File: src/rtl/hi_lo_muldiv_unit_pkg.sv
// Shared encodings for the HI/LO multiply/divide unit: command opcodes and FSM states.
package hi_lo_muldiv_unit_pkg;

    typedef enum logic [2:0] {
        OP_MULT  = 3'd0,
        OP_MULTU = 3'd1,
        OP_DIV   = 3'd2,
        OP_DIVU  = 3'd3,
        OP_MTHI  = 3'd4,
        OP_MTLO  = 3'd5
    } muldiv_op_t;

    typedef enum logic [1:0] {
        ST_IDLE = 2'd0,
        ST_MUL  = 2'd1,
        ST_DIV  = 2'd2,
        ST_FIX  = 2'd3
    } muldiv_state_t;

endpackage

File: src/rtl/hi_lo_muldiv_unit_if.sv
// Command/result bundle between the execute stage and the HI/LO multiply/divide unit.
interface hi_lo_muldiv_unit_if #(
    parameter int WIDTH = 32
);
    logic             start;
    logic [2:0]       op;
    logic [WIDTH-1:0] operand_a;
    logic [WIDTH-1:0] operand_b;
    logic             abort;
    logic             busy;
    logic             done;
    logic [WIDTH-1:0] hi;
    logic [WIDTH-1:0] lo;

    modport master (
        output start, op, operand_a, operand_b, abort,
        input  busy, done, hi, lo
    );

    modport slave (
        input  start, op, operand_a, operand_b, abort,
        output busy, done, hi, lo
    );
endinterface

File: src/rtl/hi_lo_muldiv_unit_datapath.sv
// Iteration datapath: magnitude conversion, shift-add multiply, restoring divide
// and the final sign correction of the product / quotient / remainder.
module hi_lo_muldiv_unit_datapath #(
    parameter int WIDTH = 32
) (
    input  logic             clk,
    input  logic             reset,
    input  logic             clk_enable,
    input  logic             load,
    input  logic             load_div,
    input  logic             load_signed,
    input  logic             step,
    input  logic [WIDTH-1:0] operand_a,
    input  logic [WIDTH-1:0] operand_b,
    output logic [WIDTH-1:0] res_hi,
    output logic [WIDTH-1:0] res_lo
);

    // Mul: {partial product, remaining multiplier bits}. Div: low half is the quotient.
    logic [2*WIDTH-1:0] acc;
    logic [WIDTH-1:0]   rem;
    logic [WIDTH-1:0]   m;
    logic               is_div;
    logic               neg_main;
    logic               neg_rem;
    logic               div_zero;

    logic [WIDTH-1:0]   mag_a;
    logic [WIDTH-1:0]   mag_b;
    logic [WIDTH:0]     mul_sum;
    logic [WIDTH:0]     div_shift;
    logic [WIDTH-1:0]   div_diff;
    logic               div_ge;
    logic [2*WIDTH-1:0] prod;

    // An unsigned WIDTH-bit magnitude still holds |most-negative| exactly.
    function automatic logic [WIDTH-1:0] magnitude(input logic [WIDTH-1:0] x, input logic sgn);
        return (sgn && x[WIDTH-1]) ? -x : x;
    endfunction

    assign mag_a     = magnitude(operand_a, load_signed);
    assign mag_b     = magnitude(operand_b, load_signed);
    assign mul_sum   = {1'b0, acc[2*WIDTH-1:WIDTH]} + {1'b0, (acc[0] ? m : {WIDTH{1'b0}})};
    assign div_shift = {rem, acc[WIDTH-1]};
    assign div_ge    = div_shift >= {1'b0, m};
    assign div_diff  = div_shift[WIDTH-1:0] - m;

    always_ff @(posedge clk or posedge reset) begin
        if (reset) begin
            acc      <= '0;
            rem      <= '0;
            m        <= '0;
            is_div   <= 1'b0;
            neg_main <= 1'b0;
            neg_rem  <= 1'b0;
            div_zero <= 1'b0;
        end else if (clk_enable) begin
            if (load) begin
                is_div   <= load_div;
                neg_main <= load_signed & (operand_a[WIDTH-1] ^ operand_b[WIDTH-1]);
                neg_rem  <= load_signed & operand_a[WIDTH-1];
                div_zero <= load_div && (operand_b == '0);
                rem      <= '0;
                m        <= load_div ? mag_b : mag_a;
                acc      <= {{WIDTH{1'b0}}, (load_div ? mag_a : mag_b)};
            end else if (step) begin
                if (is_div) begin
                    rem <= div_ge ? div_diff : div_shift[WIDTH-1:0];
                    acc <= {acc[2*WIDTH-1:WIDTH], acc[WIDTH-2:0], div_ge};
                end else begin
                    acc <= {mul_sum, acc[WIDTH-1:1]};
                end
            end
        end
    end

    // Divide by zero leaves rem = |a|, so the dividend-sign fixup restores hi = a.
    always_comb begin
        prod = neg_main ? -acc : acc;
        if (is_div) begin
            res_hi = neg_rem ? -rem : rem;
            res_lo = div_zero ? {WIDTH{1'b1}} : (neg_main ? -acc[WIDTH-1:0] : acc[WIDTH-1:0]);
        end else begin
            res_hi = prod[2*WIDTH-1:WIDTH];
            res_lo = prod[WIDTH-1:0];
        end
    end

endmodule

File: src/rtl/hi_lo_muldiv_unit.sv
// HI/LO register owner for the execute stage: command FSM, iteration counter,
// HI/LO registers and the busy/done handshake around the iterative datapath.
module hi_lo_muldiv_unit
    import hi_lo_muldiv_unit_pkg::*;
#(
    parameter  int WIDTH = 32,
    localparam int CNT_W = $clog2(WIDTH) + 1
) (
    input  logic                clk,
    input  logic                reset,
    input  logic                clk_enable,
    hi_lo_muldiv_unit_if.slave  bus
);

    muldiv_state_t    state;
    muldiv_state_t    state_next;
    logic [CNT_W-1:0] cnt;
    logic [WIDTH-1:0] hi;
    logic [WIDTH-1:0] lo;
    logic             done;

    logic             load;
    logic             load_div;
    logic             load_signed;
    logic             step;
    logic             write_result;
    logic             write_hi;
    logic             write_lo;
    logic [WIDTH-1:0] res_hi;
    logic [WIDTH-1:0] res_lo;

    assign load_div    = (bus.op == OP_DIV)  || (bus.op == OP_DIVU);
    assign load_signed = (bus.op == OP_MULT) || (bus.op == OP_DIV);

    always_comb begin
        state_next   = state;
        load         = 1'b0;
        step         = 1'b0;
        write_result = 1'b0;
        write_hi     = 1'b0;
        write_lo     = 1'b0;
        case (state)
            ST_IDLE: begin
                // abort outranks a same-cycle start
                if (bus.start && !bus.abort) begin
                    case (bus.op)
                        OP_MULT, OP_MULTU: begin
                            state_next = ST_MUL;
                            load       = 1'b1;
                        end
                        OP_DIV, OP_DIVU: begin
                            state_next = ST_DIV;
                            load       = 1'b1;
                        end
                        OP_MTHI: write_hi = 1'b1;
                        OP_MTLO: write_lo = 1'b1;
                        default: ;
                    endcase
                end
            end
            ST_MUL, ST_DIV: begin
                if (bus.abort) begin
                    state_next = ST_IDLE;
                end else begin
                    step = 1'b1;
                    if (cnt == CNT_W'(1)) state_next = ST_FIX;
                end
            end
            ST_FIX: begin
                state_next   = ST_IDLE;
                write_result = !bus.abort;
            end
            default: state_next = ST_IDLE;
        endcase
    end

    always_ff @(posedge clk or posedge reset) begin
        if (reset) begin
            state <= ST_IDLE;
            cnt   <= '0;
            hi    <= '0;
            lo    <= '0;
            done  <= 1'b0;
        end else if (clk_enable) begin
            state <= state_next;
            done  <= write_result;
            if (load)      cnt <= CNT_W'(WIDTH);
            else if (step) cnt <= cnt - CNT_W'(1);
            if (write_result) begin
                hi <= res_hi;
                lo <= res_lo;
            end
            if (write_hi) hi <= bus.operand_a;
            if (write_lo) lo <= bus.operand_a;
        end
    end

    hi_lo_muldiv_unit_datapath #(.WIDTH(WIDTH)) u_datapath (
        .clk         (clk),
        .reset       (reset),
        .clk_enable  (clk_enable),
        .load        (load),
        .load_div    (load_div),
        .load_signed (load_signed),
        .step        (step),
        .operand_a   (bus.operand_a),
        .operand_b   (bus.operand_b),
        .res_hi      (res_hi),
        .res_lo      (res_lo)
    );

    assign bus.busy = (state != ST_IDLE);
    assign bus.done = done;
    assign bus.hi   = hi;
    assign bus.lo   = lo;

endmodule

File: src/flat_wrapper.sv
// flat-port wrapper written by rule: the top's interface ports become plain ports
module hi_lo_muldiv_unit_flat import hi_lo_muldiv_unit_pkg::*;
#(
    parameter  int WIDTH = 32,
    localparam int CNT_W = $clog2(WIDTH) + 1
)
  (clk, reset, clk_enable, bus_start, bus_op, bus_operand_a, bus_operand_b, bus_abort, bus_busy, bus_done, bus_hi, bus_lo);
  hi_lo_muldiv_unit_if #(.WIDTH(WIDTH)) bus_i ();
  input  logic clk;
  input  logic reset;
  input  logic clk_enable;
  input wire logic [$bits(bus_i.start)-1:0] bus_start;
  input wire logic [$bits(bus_i.op)-1:0] bus_op;
  input wire logic [$bits(bus_i.operand_a)-1:0] bus_operand_a;
  input wire logic [$bits(bus_i.operand_b)-1:0] bus_operand_b;
  input wire logic [$bits(bus_i.abort)-1:0] bus_abort;
  output wire logic [$bits(bus_i.busy)-1:0] bus_busy;
  output wire logic [$bits(bus_i.done)-1:0] bus_done;
  output wire logic [$bits(bus_i.hi)-1:0] bus_hi;
  output wire logic [$bits(bus_i.lo)-1:0] bus_lo;
  assign bus_i.start = bus_start;
  assign bus_i.op = bus_op;
  assign bus_i.operand_a = bus_operand_a;
  assign bus_i.operand_b = bus_operand_b;
  assign bus_i.abort = bus_abort;
  assign bus_busy = bus_i.busy;
  assign bus_done = bus_i.done;
  assign bus_hi = bus_i.hi;
  assign bus_lo = bus_i.lo;
  hi_lo_muldiv_unit #(.WIDTH(WIDTH)) u_core (.clk(clk), .reset(reset), .clk_enable(clk_enable), .bus(bus_i));
endmodule
File: config.mk
export PLATFORM = sky130hd
export DESIGN_NAME = hi_lo_muldiv_unit_flat
export DESIGN_NICKNAME = d
export VERILOG_FILES = /design/src/rtl/hi_lo_muldiv_unit_pkg.sv /design/src/rtl/hi_lo_muldiv_unit_if.sv /design/src/rtl/hi_lo_muldiv_unit_datapath.sv /design/src/rtl/hi_lo_muldiv_unit.sv /design/src/flat_wrapper.sv
export SDC_FILE = /design/constraint.sdc
export NUM_CORES = 1
export LEC_CHECK = 0
export ABC_AREA = 1
export CORE_MARGIN = 4
export CORE_UTILIZATION = 55
export DETAILED_ROUTE_END_ITERATION = 10
export GPL_TIMING_DRIVEN = 0
export PLACE_DENSITY = 0.78
export SYNTH_ARGS = -nofsm -noshare
export SYNTH_HDL_FRONTEND = slang
export SYNTH_SLANG_ARGS = --single-unit
File: constraint.sdc
create_clock -name clk -period 8.1 [get_ports clk]
set_clock_uncertainty 0.1 [all_clocks]
set_input_delay 2.025 -clock clk [delete_from_list [all_inputs] [get_ports clk]]
set_output_delay 2.025 -clock clk [all_outputs]
set_load 0.01 [all_outputs]
; ---- After elaboration in Yosys (flattened, before gate mapping)
; Index checks and enable logic that the tools add are counted.
[word_totals]
rom_bits = 0
input_bits = 72
latchBits = 0
ramBits = 0
word_cells = 105
memories = 0
regBits = 205
[op_classes]
bitwise_logic = 3
order_cmp = 1
multipliers = 0
div_mod_pow = 0
eq_ne = 13
reduce_logical = 26
n_mux = 41
addsub = 8
shift = 0
[op_table]
columns = operator, n
row1 = 2-to-1 mux 32 bit, 18
row2 = 2-to-1 mux 64 bit, 4
row3 = negation 32 bit, 4
row4 = negation 64 bit, 1
row5 = adder 32 x 32 -> 33 bit, 1
row6 = >= comparator 33 x 32 -> 1 bit, 1
row7 = logical NOT 32 bit, 1
row8 = subtractor 32 bit, 1
row9 = 2-to-1 mux 1 bit, 12
row10 = 2-to-1 mux 6 bit, 2
row11 = nonzero test 2 bit, 5
row12 = AND reduction 2 bit, 4
row13 = equality test 3 x 2 -> 1 bit (second input constant), 2
row14 = equality test 3 bit (second input constant), 2
row15 = equality test 6 x 1 -> 1 bit (second input constant), 1
row16 = 2-to-1 mux 2 bit, 3
row17 = one-hot mux 2 bit (3 select lines), 1
row18 = AND reduction 3 bit, 2
row19 = OR reduction 2 bit, 3
row20 = subtractor 6 x 1 -> 6 bit (second input constant), 1
row21 = equality test 2 bit (second input constant), 2
row22 = logical AND 1 bit, 4
row23 = != test 2 x 1 -> 1 bit (second input constant), 2
row24 = one-hot mux 2 bit (2 select lines), 1
row25 = other kinds (12), 14

; ---- Depth between registers and ports, before layout
[logic_depth]
depth_word = 7
ltp_mapped = 18

; ---- By module
; A second synthesis with hierarchy kept.
[unflattened]
hier_cells = 3468
hier_area_um2 = 20493.4
[modules_own_cells]
columns = mod, instances, area_each_um2, cells_per_inst
row1 = hi_lo_muldiv_unit_datapath, 1, 16423.3, 2885
row2 = hi_lo_muldiv_unit, 1, 4070.2, 583

; ---- Worst setup path after synthesis
; No wires, ideal clock.
[synth_timing]
kind = input to register
startpoint = input bus_abort
endpoint = register u_core.u_datapath.acc[1]
cell_stages = 9
setup_slack_ps = 4621
path_buffers = 1
t_arrival_ps = 3240
cell_sequence = inv_2 nand2_1 nor3_4 nand2_2 nand2_1 inv_2 clkbuf_1 a221oi_1 a22oi_1
[synth_between]
elab_chain_len = 6
elab_cells_between_ends = 9
cone_classes = mux (5) / reduce/logical (4)
[synth_lines]
columns = element, line_no
row1 = "start, declared", flat_wrapper.sv:16  ; input wire logic [$bits(bus_i.abort)-1:0] bus_abort;
row2 = logical NOT 1 bit, hi_lo_muldiv_unit.sv:45  ; if (bus.start && !bus.abort) begin
row3 = logical AND 1 bit, hi_lo_muldiv_unit.sv:45
row4 = 2-to-1 mux 1 bit, hi_lo_muldiv_unit.sv:45
row5 = 2-to-1 mux 1 bit, hi_lo_muldiv_unit.sv:42  ; case (state)
row6 = nonzero test 2 bit (no line), --
row7 = AND reduction 2 bit (no line), --
row8 = "end signal, assigned", hi_lo_muldiv_unit_datapath.sv:65  ; acc <= {{WIDTH{1'b0}}, (load_div ? mag_a : mag_b)};
row9 = "end signal, assigned", hi_lo_muldiv_unit_datapath.sv:69  ; acc <= {acc[2*WIDTH-1:WIDTH], acc[WIDTH-2:0], div_ge};
row10 = "end signal, assigned", hi_lo_muldiv_unit_datapath.sv:71  ; acc <= {mul_sum, acc[WIDTH-1:1]};
row11 = "end, declared", hi_lo_muldiv_unit_datapath.sv:20  ; logic [2*WIDTH-1:0] acc;
; Parallel ways exist; a longest one is shown, timed or not.
; A chain may end at the register's enable or synchronous reset.

; ---- Worst setup path after layout
[layout_timing]
startpoint = input bus_abort
endpoint = register u_core.u_datapath.acc[53]
[layout_between]
elab_chain_len = 6
elab_cells_between_ends = 10
cone_classes = eq/ne (1) / mux (5) / reduce/logical (4)
[layout_lines]
columns = element, line_no
row1 = logical NOT 1 bit, hi_lo_muldiv_unit.sv:45
row2 = logical AND 1 bit, hi_lo_muldiv_unit.sv:45
row3 = 2-to-1 mux 1 bit, hi_lo_muldiv_unit.sv:45
row4 = 2-to-1 mux 1 bit, hi_lo_muldiv_unit.sv:42
row5 = != test 2 x 1 -> 1 bit (no line) / nonzero test 2 bit (equally long branches), --
row6 = AND reduction 3 bit (no line), --
; Parallel ways exist; a longest one is shown, timed or not.

==> flow_metrics.env <==
export IMPL_worstPathArrival_ns=4.79
export IMPL_cp_buffers_inverters=3
export IMPL_post_cts_buffers=0
export IMPL_timing_hold_ws_ns=0.3800
export IMPL_clk_latency_ns=0.56
export IMPL_synth_area_leaders="dfrtp_1 (27%), nand2_1 (21%), nand3_1 (8.2%)"
export IMPL_route_detailed_drc=17
export IMPL_slowest_stage="nor3_4"
export IMPL_powerDensity_mw_per_mm2=353.7
export IMPL_start_util_pct=55.76
export IMPL_die_area_sq_mm=0.03817
export IMPL_clkTransAtPathRegs_ns=0.07
export IMPL_reg2regPathDepth=17
export IMPL_synthCells=3249
export IMPL_leakage_nw=11.33
export IMPL_syn_cell_area_sq_mm=0.01931
export IMPL_timing_critical_path_mode_cell="nand2_1"
export IMPL_postRouteAntennaNets=0
export IMPL_die_w_um=195.4
export IMPL_maxCapViolCount=0
export IMPL_cts_made_buffers=26
export IMPL_cp_cell_sequence="clkdlybuf4s50_1, inv_2, nand2_1, nor3_4, nand2_2, nand2_1, nand2_1, clkbuf_1, nand2_1, o21ai_0"
export IMPL_wl_mm=85.50
export IMPL_synth_seq_area_share_pct=26.57
export IMPL_cts_tree="built"
export IMPL_crit_required_ns=8.44
export IMPL_synthDistinctLibCells=44
export IMPL_drv_slew=0
export IMPL_ir_drop_mv=0.2567
export IMPL_core_area_sq_mm=0.03463
export IMPL_grt_start_max_net_pins=130
export IMPL_crit_family="simple AND/OR/NAND/NOR gates"
export IMPL_drt_iter0_drc=3631
export IMPL_cp_max_fo=10
export IMPL_rows=68
export IMPL_path_class="in -> reg"
export IMPL_timing_fmax_mhz=224.5
export IMPL_post_route_util_pct=64.12
export IMPL_postCtsHoldBufs=0
export IMPL_fin_crit_ns=4.453
export IMPL_cp_depth=10
export IMPL_clock_sinks=205
export IMPL_rsz0062_at_grt="false"
export IMPL_nets=3561
export IMPL_wl_met3_mm=11.79
export IMPL_ctsLongestPathBuffers=3
export IMPL_first_pass_iters=11
export IMPL_gp_congestion=1.157
export IMPL_hold_depth=2
export IMPL_die_y_um=195.4
export IMPL_violations="DRC"
export IMPL_grt_pass1_vias=21970
export IMPL_finalSetupViolations=0
export IMPL_top_layer_used="met5"
export IMPL_avgSynthCellArea_sq_um=5.943
export IMPL_synth_top_area_cell="dfrtp_1"
export IMPL_ctsHtreeMaxLevel=1
export IMPL_critPathLaunchType="primary input"
export IMPL_post_route_period_util_pct=54.98
export IMPL_hp_class="reg -> reg"
export IMPL_max_stage_delay_ns=0.50
export IMPL_grt_antenna_before_repair=7
export IMPL_synth_top_area_share_pct=26.57
export IMPL_max_slew_margin_pct=36.74
export IMPL_critPathCaptureType="flip-flop"
export IMPL_port_buffers=136
export IMPL_grt_overflow_total=0
export IMPL_routed_via_density=6.218
export IMPL_drive_above_1_share_pct=3.437
export IMPL_io_pins=138
export IMPL_synthToLayoutAreaGrowth_pct=14.99
export IMPL_dp_hpwl_mm=69.42
export IMPL_run_status="finished with violations"
export IMPL_post_cts_resized=0
export IMPL_route_met2_wl_mm=34.72
export IMPL_tightest_slew_ns=0.9445
export IMPL_grt_pass1_wl_mm=126.9
export IMPL_place_inst=3841
export IMPL_finalHoldViolations=0
export IMPL_vias=24200
export IMPL_synth_seq_cells=205
export IMPL_final_cell_count_no_fill=3892
export IMPL_ys_warn_count=0
export IMPL_clock_tree_root_cell="clkbuf_16"
export IMPL_grt_usage_pct=42.40
export IMPL_tns_ns=0
export IMPL_detail_route_wl_per_cell_um=21.97
export IMPL_wl_met1_mm=33.00
export IMPL_syn_num_nets=3396
## routing by layer
layer | global-route usage (%) | up-vias
met4 | 22.58 | 10
met3 | 10.40 | 374
met1 | 58.06 | 10940
li1 | - | 10940
met2 | 61.92 | 1937
met5 | 0 | -
## worst reg2reg max path: stages, from the launching register on
cell and delay, ns:
dfrtp_1 0.32, buf_2 0.30, clkbuf_1 0.33, nand2_1 0.09
inv_1 0.14, ha_1 0.20, inv_1 0.06, fa_1 0.36
inv_1 0.07, nand2_1 0.08, o21ai_2 0.36, a21boi_0 0.29
o21ai_1 0.45, nand3_1 0.13, nand2_1 0.13, nand2_1 0.06
nand2_1 0.05, o21ai_0 0.07
## stage by stage
step	cell area (sq um)	setup slack, ns	power (W)
after floorplan	19310	0.3792	0.004629
after global placement	21240	-2.313	0.006218
after detailed placement	21280	3.231	0.006321
after CTS	22190	3.790	0.007606
after global routing	22190	3.618	0.008258
final	22200	3.647	0.007853
## cells by family (layout without fill, tap and decap cells)
| family | Yosys count | count (layout) | share of synthesized area, % |
|---|---|---|---|
| other cells | 0 | 4 | 0 |
| fa+ha+maj | 75 | 75 | 4.938 |
| compound gates | 546 | 546 | 16.35 |
| simple gates | 1877 | 1877 | 39.84 |
| flops | 205 | 205 | 26.57 |
| xor+xnor | 54 | 54 | 2.449 |
| buf+inv | 492 | 676 | 9.855 |
## cells in the final DEF (no fill, tap or decap), types with 4 or more instances in the layout
cell	count
dfrtp_1	205
o21bai_1	5
nand4_1	27
nand3b_1	16
a22oi_1	17
nor2_2	4
o211ai_1	33
clkbuf_1	66
xor2_1	36
buf_1	9
a21oi_1	206
nand2_2	5
bufinv_16	4
o22ai_1	9
clkinv_2	4
o221ai_1	22
nand2_1	1082
xnor2_1	18
inv_2	11
a21o_1	8
a31oi_1	10
a221oi_1	32
nor2_1	375
clkdlybuf4s50_1	136
inv_1	367
o21ai_0	171
clkinv_4	4
diode_2	4
nand3_1	317
or2_2	7
ha_1	73
buf_2	36
o21ai_1	19
clkbuf_16	27
nor3_1	35
## sequential cells by signal, summed over array words and instances, names as in the netlist
signal                      flops
u_core.u_datapath.acc          64
u_core.bus.hi                  32
u_core.bus.lo                  32
u_core.u_datapath.m            32
u_core.u_datapath.rem          32
u_core.cnt                      6
u_core.state                    2
u_core.bus.done                 1
u_core.u_datapath.div_zero      1
u_core.u_datapath.is_div        1
u_core.u_datapath.neg_main      1
u_core.u_datapath.neg_rem       1
## cells in the mapped netlist (all sizes together)
cell / instances
a211oi: 1
a21boi: 3
a21o: 8
a21oi: 206
a221oi: 32
a22oi: 17
a31oi: 10
and2: 3
buf: 48
clkbuf: 64
clkinv: 1
dfrtp: 205
fa: 2
ha: 73
inv: 379
nand2: 1087
nand3: 317
nand3b: 16
nand4: 27
nor2: 380
nor3: 36
nor3b: 1
nor4: 3
o2111ai: 1
o211ai: 33
o21a: 3
o21ai: 193
o21bai: 5
o221ai: 22
o22ai: 9
o311ai: 1
o31ai: 2
or2: 7
xnor2: 18
xor2: 36
## report_power, final
group | total [W] | switching (W) | internal (W) | leakage (nW)
registers | 0.00201 | 0.000582 | 0.00143 | 2.55
clock network | 0.00127 | 0.000518 | 0.000757 | 0.447
logic | 0.00457 | 0.00305 | 0.00151 | 8.33
total | 0.00785 | 0.00415 | 0.00370 | 11.3
## worst paths after layout
check | slack [ns] | endpoint | from
worst min-delay path | 0.38 | u_core.bus.lo[4] | u_core.bus.lo[4]
min in group asynchronous | 1.83 | u_core.bus.hi[30] | reset
worst min register to register | 0.38 | u_core.bus.lo[4] | u_core.bus.lo[4]
max in group asynchronous | 4.96 | u_core.bus.lo[4] | reset
worst max-delay path | 3.65 | u_core.u_datapath.acc[53] | bus_abort
worst max register to register | 4.40 | u_core.u_datapath.acc[53] | u_core.u_datapath.acc[0]
## cell type report
cell class / count / area, sq um
inverter: 380 / 1434
buffer: 112 / 476.7
antenna: 4 / 10.01
timing repair buffer: 137 / 1389
clock inverter: 16 / 207.7
sequential: 205 / 5130
fill: 3301 / 12420
clock buffer: 31 / 710.7
tap: 455 / 569.3
multi-input combinational: 2552 / 12280
(Power assumes the default switching activity.)
